**config.mk**
```make
export PLATFORM = sky130hd
export DESIGN_NAME = grid_gate_drive
export DESIGN_NICKNAME = d
export VERILOG_FILES = /design/src/rtl/grid_gate_pkg.sv /design/src/rtl/grid_deadband_leg.sv /design/src/rtl/grid_gate_drive.sv
export SDC_FILE = /design/constraint.sdc
export NUM_CORES = 1
export LEC_CHECK = 0
export ABC_CLOCK_PERIOD_IN_PS = 1900
export CAP_MARGIN = 5
export CORE_AREA = 2 2 67 132
export DETAILED_ROUTE_END_ITERATION = 10
export DIE_AREA = 0 0 69 134
export PLACE_DENSITY = 0.59
export SETUP_SLACK_MARGIN = 0.2
export SYNTH_ARGS = -nofsm -noshare
export SYNTH_HDL_FRONTEND = slang
export SYNTH_SLANG_ARGS = --single-unit
```
**constraint.sdc**
```tcl
create_clock -name sysclk -period 1.9 [get_ports sysclk]
set_input_delay 0.38 -clock sysclk [delete_from_list [all_inputs] [get_ports sysclk]]
set_output_delay 0.38 -clock sysclk [all_outputs]
set_load 0.01 [all_outputs]
```
**src/rtl/grid_gate_pkg.sv**
```systemverilog
// Shared types and constants for the grid gate drive: leg commands, leg states
// and the legal sector range.
package grid_gate_pkg;

  typedef enum logic [1:0] {
    CMD_OFF = 2'd0,
    CMD_HI  = 2'd1,
    CMD_LO  = 2'd2
  } leg_cmd_e;

  typedef enum logic [1:0] {
    ST_OFF  = 2'd0,
    ST_HI   = 2'd1,
    ST_LO   = 2'd2,
    ST_DEAD = 2'd3
  } leg_state_e;

  localparam logic [15:0] SECT_MIN = 16'd1;
  localparam logic [15:0] SECT_MAX = 16'd6;

  function automatic logic sector_valid(input logic [15:0] sect);
    return (sect >= SECT_MIN) && (sect <= SECT_MAX);
  endfunction

endpackage

```
**src/rtl/grid_deadband_leg.sv**
```systemverilog
// One bridge leg: OFF/HI/LO/DEAD state machine with dead-time counter and a
// registered, mutually exclusive high/low gate pair.
module grid_deadband_leg
  import grid_gate_pkg::*;
#(
  parameter int DEAD_CYC = 50,
  parameter int DT_W     = 8
) (
  input  logic     i_clk,
  input  logic     i_rst,
  input  leg_cmd_e i_cmd,
  input  logic     i_force_off,
  output logic     o_gate_h,
  output logic     o_gate_l
);

  localparam logic [DT_W-1:0] LP_DEAD_LOAD = DT_W'(DEAD_CYC - 1);

  leg_state_e      r_state;
  leg_state_e      w_nxt_state;
  logic [DT_W-1:0] r_cnt;
  logic [DT_W-1:0] w_nxt_cnt;
  logic            r_gate_h;
  logic            r_gate_l;

  always_ff @(posedge i_clk or posedge i_rst) begin
    if (i_rst) begin
      r_state  <= ST_OFF;
      r_cnt    <= '0;
      r_gate_h <= 1'b0;
      r_gate_l <= 1'b0;
    end else begin
      r_state  <= w_nxt_state;
      r_cnt    <= w_nxt_cnt;
      r_gate_h <= (w_nxt_state == ST_HI);
      r_gate_l <= (w_nxt_state == ST_LO);
    end
  end

  always_comb begin
    w_nxt_state = r_state;
    w_nxt_cnt   = r_cnt;
    if (i_force_off) begin
      // Forced turn-off abandons any dead-time in progress.
      w_nxt_state = ST_OFF;
      w_nxt_cnt   = '0;
    end else begin
      unique case (r_state)
        ST_OFF: begin
          if (i_cmd == CMD_HI)      w_nxt_state = ST_HI;
          else if (i_cmd == CMD_LO) w_nxt_state = ST_LO;
        end
        ST_HI: begin
          if (i_cmd == CMD_OFF) begin
            w_nxt_state = ST_OFF;
          end else if (i_cmd == CMD_LO) begin
            w_nxt_state = ST_DEAD;
            w_nxt_cnt   = LP_DEAD_LOAD;
          end
        end
        ST_LO: begin
          if (i_cmd == CMD_OFF) begin
            w_nxt_state = ST_OFF;
          end else if (i_cmd == CMD_HI) begin
            w_nxt_state = ST_DEAD;
            w_nxt_cnt   = LP_DEAD_LOAD;
          end
        end
        ST_DEAD: begin
          // Dead-time always completes; the command only picks the exit state.
          if (r_cnt == '0) begin
            unique case (i_cmd)
              CMD_HI:  w_nxt_state = ST_HI;
              CMD_LO:  w_nxt_state = ST_LO;
              default: w_nxt_state = ST_OFF;
            endcase
          end else begin
            w_nxt_cnt = r_cnt - DT_W'(1);
          end
        end
        default: w_nxt_state = ST_OFF;
      endcase
    end
  end

  assign o_gate_h = r_gate_h;
  assign o_gate_l = r_gate_l;

endmodule

```
**src/rtl/grid_gate_drive.sv**
```systemverilog
// Six-gate bridge driver: sector decode into leg commands, latched fault trip
// with period-aligned re-arm, and three dead-time legs.
module grid_gate_drive
  import grid_gate_pkg::*;
#(
  parameter int DEAD_CYC = 50,
  parameter int DT_W     = 8
) (
  input  logic        sysclk,
  input  logic        global_rst,
  input  logic        grid_judge,
  input  logic [15:0] grid_sector_shadow,
  input  logic [15:0] global_cnt_rising,
  input  logic        pwm_en,
  input  logic        fault_in,
  input  logic        fault_clr,
  output logic        gate_ah,
  output logic        gate_al,
  output logic        gate_bh,
  output logic        gate_bl,
  output logic        gate_ch,
  output logic        gate_cl,
  output logic        trip_flag,
  output logic        sector_err
);

  leg_cmd_e w_cmd_a;
  leg_cmd_e w_cmd_b;
  leg_cmd_e w_cmd_c;
  leg_cmd_e w_pwm_cmd;
  logic     w_period_start;
  logic     w_force_off;
  logic     r_trip;
  logic     r_rearm_wait;
  logic     r_sector_err;

  assign w_pwm_cmd      = grid_judge ? CMD_LO : CMD_HI;
  assign w_period_start = (global_cnt_rising == 16'd0);

  always_comb begin
    w_cmd_a = CMD_OFF;
    w_cmd_b = CMD_OFF;
    w_cmd_c = CMD_OFF;
    unique case (grid_sector_shadow)
      16'd1: begin w_cmd_a = w_pwm_cmd; w_cmd_b = CMD_LO; end
      16'd2: begin w_cmd_a = w_pwm_cmd; w_cmd_c = CMD_LO; end
      16'd3: begin w_cmd_b = w_pwm_cmd; w_cmd_c = CMD_LO; end
      16'd4: begin w_cmd_b = w_pwm_cmd; w_cmd_a = CMD_LO; end
      16'd5: begin w_cmd_c = w_pwm_cmd; w_cmd_a = CMD_LO; end
      16'd6: begin w_cmd_c = w_pwm_cmd; w_cmd_b = CMD_LO; end
      default: ;
    endcase
  end

  // A raw fault forces the legs off on the same edge that latches the trip.
  assign w_force_off = !pwm_en || r_trip || fault_in ||
                       (r_rearm_wait && !w_period_start);

  always_ff @(posedge sysclk or posedge global_rst) begin
    if (global_rst) begin
      r_trip       <= 1'b0;
      r_rearm_wait <= 1'b0;
      r_sector_err <= 1'b0;
    end else begin
      r_sector_err <= !sector_valid(grid_sector_shadow);
      if (fault_in) begin
        r_trip <= 1'b1;
      end else if (fault_clr && r_trip) begin
        r_trip       <= 1'b0;
        r_rearm_wait <= 1'b1;
      end else if (w_period_start) begin
        r_rearm_wait <= 1'b0;
      end
    end
  end

  grid_deadband_leg #(.DEAD_CYC(DEAD_CYC), .DT_W(DT_W)) u_leg_a (
    .i_clk       (sysclk),
    .i_rst       (global_rst),
    .i_cmd       (w_cmd_a),
    .i_force_off (w_force_off),
    .o_gate_h    (gate_ah),
    .o_gate_l    (gate_al)
  );

  grid_deadband_leg #(.DEAD_CYC(DEAD_CYC), .DT_W(DT_W)) u_leg_b (
    .i_clk       (sysclk),
    .i_rst       (global_rst),
    .i_cmd       (w_cmd_b),
    .i_force_off (w_force_off),
    .o_gate_h    (gate_bh),
    .o_gate_l    (gate_bl)
  );

  grid_deadband_leg #(.DEAD_CYC(DEAD_CYC), .DT_W(DT_W)) u_leg_c (
    .i_clk       (sysclk),
    .i_rst       (global_rst),
    .i_cmd       (w_cmd_c),
    .i_force_off (w_force_off),
    .o_gate_h    (gate_ch),
    .o_gate_l    (gate_cl)
  );

  assign trip_flag  = r_trip;
  assign sector_err = r_sector_err;

endmodule

```
==> summary.md <==
| Metric | Value |
|---|---|
| Ys async rst share | `100.0%` |
| Post-synth top flop | `dfrtp_1` |
| Minimum clock period | `1.928 ns` |
| WL final | `7663 um` |
| Status | `finished with violations` |
| Syn Area/Cell | `8.686 um^2` |
| Die area | `9246 um^2` |
| Post-synth EDFFs | `0` |
| CTS root buffer | `clkbuf_16` |
| Layout cells sized above 1 | `45.75%` |
| Seq cells post-synth | `39` |
| First-pass GRT wire length | `12560 um` |
| Die W | `69 um` |
| Failing checks | `setup timing` |
| Hold Path Class | `in2async` |
| Die Y | `134 um` |
| Post-Synthesis Cells | `278` |
| Yosys cell types | `56` |
| Vias | `2606` |
| Post-synth top cells | `dfrtp_1, nor2_1, nand2_1` |
| CP required | `2.07 ns` |
| N_diodes | `0` |
| Crit path largest cell delay | `0.49 ns` |
| Clk slew on worst S/H paths | `0.06 ns` |
| Max Freq | `518.6 MHz` |
| Arrival time worst endpoint | `2.10 ns` |
| FP Rows | `47` |
| Cts bufs inserted | `5` |
| CP cell instances | `buf_6, nor4_4, buf_4, nand4_4, or4_4, o211ai_4, mux2_4` |
| Yosys top cell by area | `dfrtp_1` |
| Initial Utilization | `29.33%` |
| Power Dens Cells | `445.2 nW/um^2` |
| Hold Violations, Final | `0` |
| Setup WS post-layout | `-0.02837 ns` |
| GRT Resource Usage Total | `16.93%` |
| Share of the synthesized area in the top cell type | `40.41%` |
| H-tree depth | `2` |
| CP max FO | `5` |
| Critical-path top delay cell | `or4_4` |
| Leak | `1.838 nW` |
| Post-DR wirelength/cell | `15.39 um` |
| Pre-antenna DRT Iters | `4` |
| Post-synthesis cell area | `2415 um^2` |
| Fin nets | `442` |
| Slew @ Worst Pin | `0.4432 ns` |
| I/O Pins | `46` |
| Largest net degree at the start of global routing | `26` |
| Most numerous cell in the Yosys netlist | `dfrtp_1` |
| Port bufs | `45` |
| Core ar. | `8233 um^2` |
| Number of remaining DRC errors | `0` |
| CP startpoint kind | `input pin` |
| Unrepaired setup endpoints after global routing | `yes` |
| Iter 0 DRT Violations | `48` |
| Synth area leaders | `dfrtp_1, nor3_1, nor2_1` |
| CP Class | `in2reg` |
| Initial antenna violation count | `0` |
| Number of max-cap violations | `0` |
| Detail Route Antenna Nets | `0` |
| Syn nets | `320` |
| Slew margin rel. | `70.22%` |
| Clock sinks | `39` |
| Setup_tns | `-0.03324 ns` |
| Reg-to-reg setup timing slack | `0.02 ns` |
| Final Cycle Share | `101.5%` |
| CP Capture Type | `flip-flop` |
| Synth warn | `0` |
| Slew Limit Fails | `0` |
| Clk Latency, worst-skew pair | `0.29 ns` |
| Peak supply drop | `0.0003396 V` |
| Final setup viols | `3` |
| Seq/Total Area, Yosys | `40.41%` |
| Clock tree from TritonCTS | `yes` |
| Vias in the first global route | `2709` |
| Skew final | `0.003328 ns` |
| Max Root-Sink Buffers | `2` |
| Post-DP HPWL | `5240 um` |
| Syn-to-layout area delta | `75.23%` |
| RePlAce Congestion | `0.8708` |
| Grt ovf | `0` |
| Post-route total power | `1.884 mW` |
| Vias per cell | `5.233` |
-- cell type report --
cell class / instances / area, um^2
Multi-Input combinational cell: 217 / 1812
Clock inverter: 1 / 5.005
Inverter: 10 / 37.54
Timing Repair Buffer: 127 / 1139
Tap cell: 98 / 122.6
Clock buffer: 6 / 138.9
Sequential cell: 39 / 977.2
Fill cell: 759 / 4001
-- worst max-delay path, delay by kind of cell --
| kind | cells | cell delay [ns] |
|---|---|---|
| simple gates | 3 | 0.87 |
| mux | 1 | 0.32 |
| compound gates | 1 | 0.28 |
| buf+inv | 2 | 0.25 |
-- registers in the layout (all words and copies together), names as in the netlist, 2 cells and up --
signal / cells
u_leg_c.r_state: 2
u_leg_b.r_state: 2
u_leg_b.r_cnt: 8
u_leg_a.r_cnt: 8
u_leg_a.r_state: 2
u_leg_c.r_cnt: 8
-- per-layer routing --
metal / routed length, um / track usage [%] / up-vias / share of wire [%]
met5: 0 / 0 / - / 0
met4: 247 / 9.041 / 0 / 3.2
met3: 194 / 2.554 / 17 / 2.5
met2: 4486 / 31.94 / 48 / 59
met1: 2735 / 17.55 / 1271 / 36
li1: - / - / 1270 / -
-- path summary, 6_finish.rpt --
kind,cells past startpoint,start,to
min,3,global_rst,u_leg_c.r_state[0]
max in group asynchronous,3,global_rst,u_leg_b.o_gate_l
min in group sysclk,1,u_leg_b.r_cnt[2],u_leg_b.r_cnt[2]
max reg2reg,7,u_leg_a.r_cnt[0],u_leg_a.r_cnt[5]
max,7,grid_sector_shadow[13],u_leg_b.r_cnt[1]
min reg2reg,1,u_leg_b.r_cnt[2],u_leg_b.r_cnt[2]
-- layout by cell type, fill, tap and decap left out, types with 5 or more instances in the layout --
cell type and instances:
nand2_1 20, dlygate4sd2_1 15, nor3_1 12, dfrtp_1 38, clkbuf_16 5, a21oi_2 9
o21ai_1 5, buf_6 20, nand3_1 5, a21oi_1 10, o21ai_0 11, a31oi_1 7
nor2_1 23, clkdlybuf4s50_1 14, nand2b_1 8, nor3_4 7, inv_2 5, buf_4 60
inv_1 5
-- logic make-up after synthesis --
group                    Yosys count  synth area share [%]
buffers and inverters             23                 3.938
multiplexers                       4                 1.710
adder cells (fa/ha/maj)            4                 2.073
AO/OA/AOI/OAI                     76                 21.55
AND/OR/NAND/NOR                  129                 29.22
XOR/XNOR                           3                 1.088
flip-flops                        39                 40.41
-- power breakdown --
part / internal (mW) / switching, mW
logic: 0.107 / 0.0928
registers: 0.832 / 0.00148
clock network: 0.513 / 0.338
total: 1.45 / 0.432
-- repair_timing --
item / CTS / global route
hold endpoints to repair: 0 / 0
cloned: 1 / 0
buffers inserted: 19 / 10
hold buffers: 0 / 0
endpoints found under the setup margin: 35 / 36
gates resized for setup: 122 / 55
pin swaps: 35 / 33
-- metrics by stage --
step / instances / instance area [um^2] / hold slack (ns) / util [%] / setup WS [ns]
floorplan: 278 / 2482 / 0.4631 / - / -0.1821
global placement: 461 / 3387 / 0.4927 / 41.14 / -0.6571
detailed placement: 461 / 3387 / 0.4996 / 41.14 / -0.7020
CTS: 488 / 3940 / 0.4511 / 47.86 / -0.03905
global route: 498 / 4232 / 0.4770 / 51.40 / -0.07782
finish: 498 / 4232 / 0.4465 / 51.40 / -0.02837
Power figures use the tool's default switching activity.
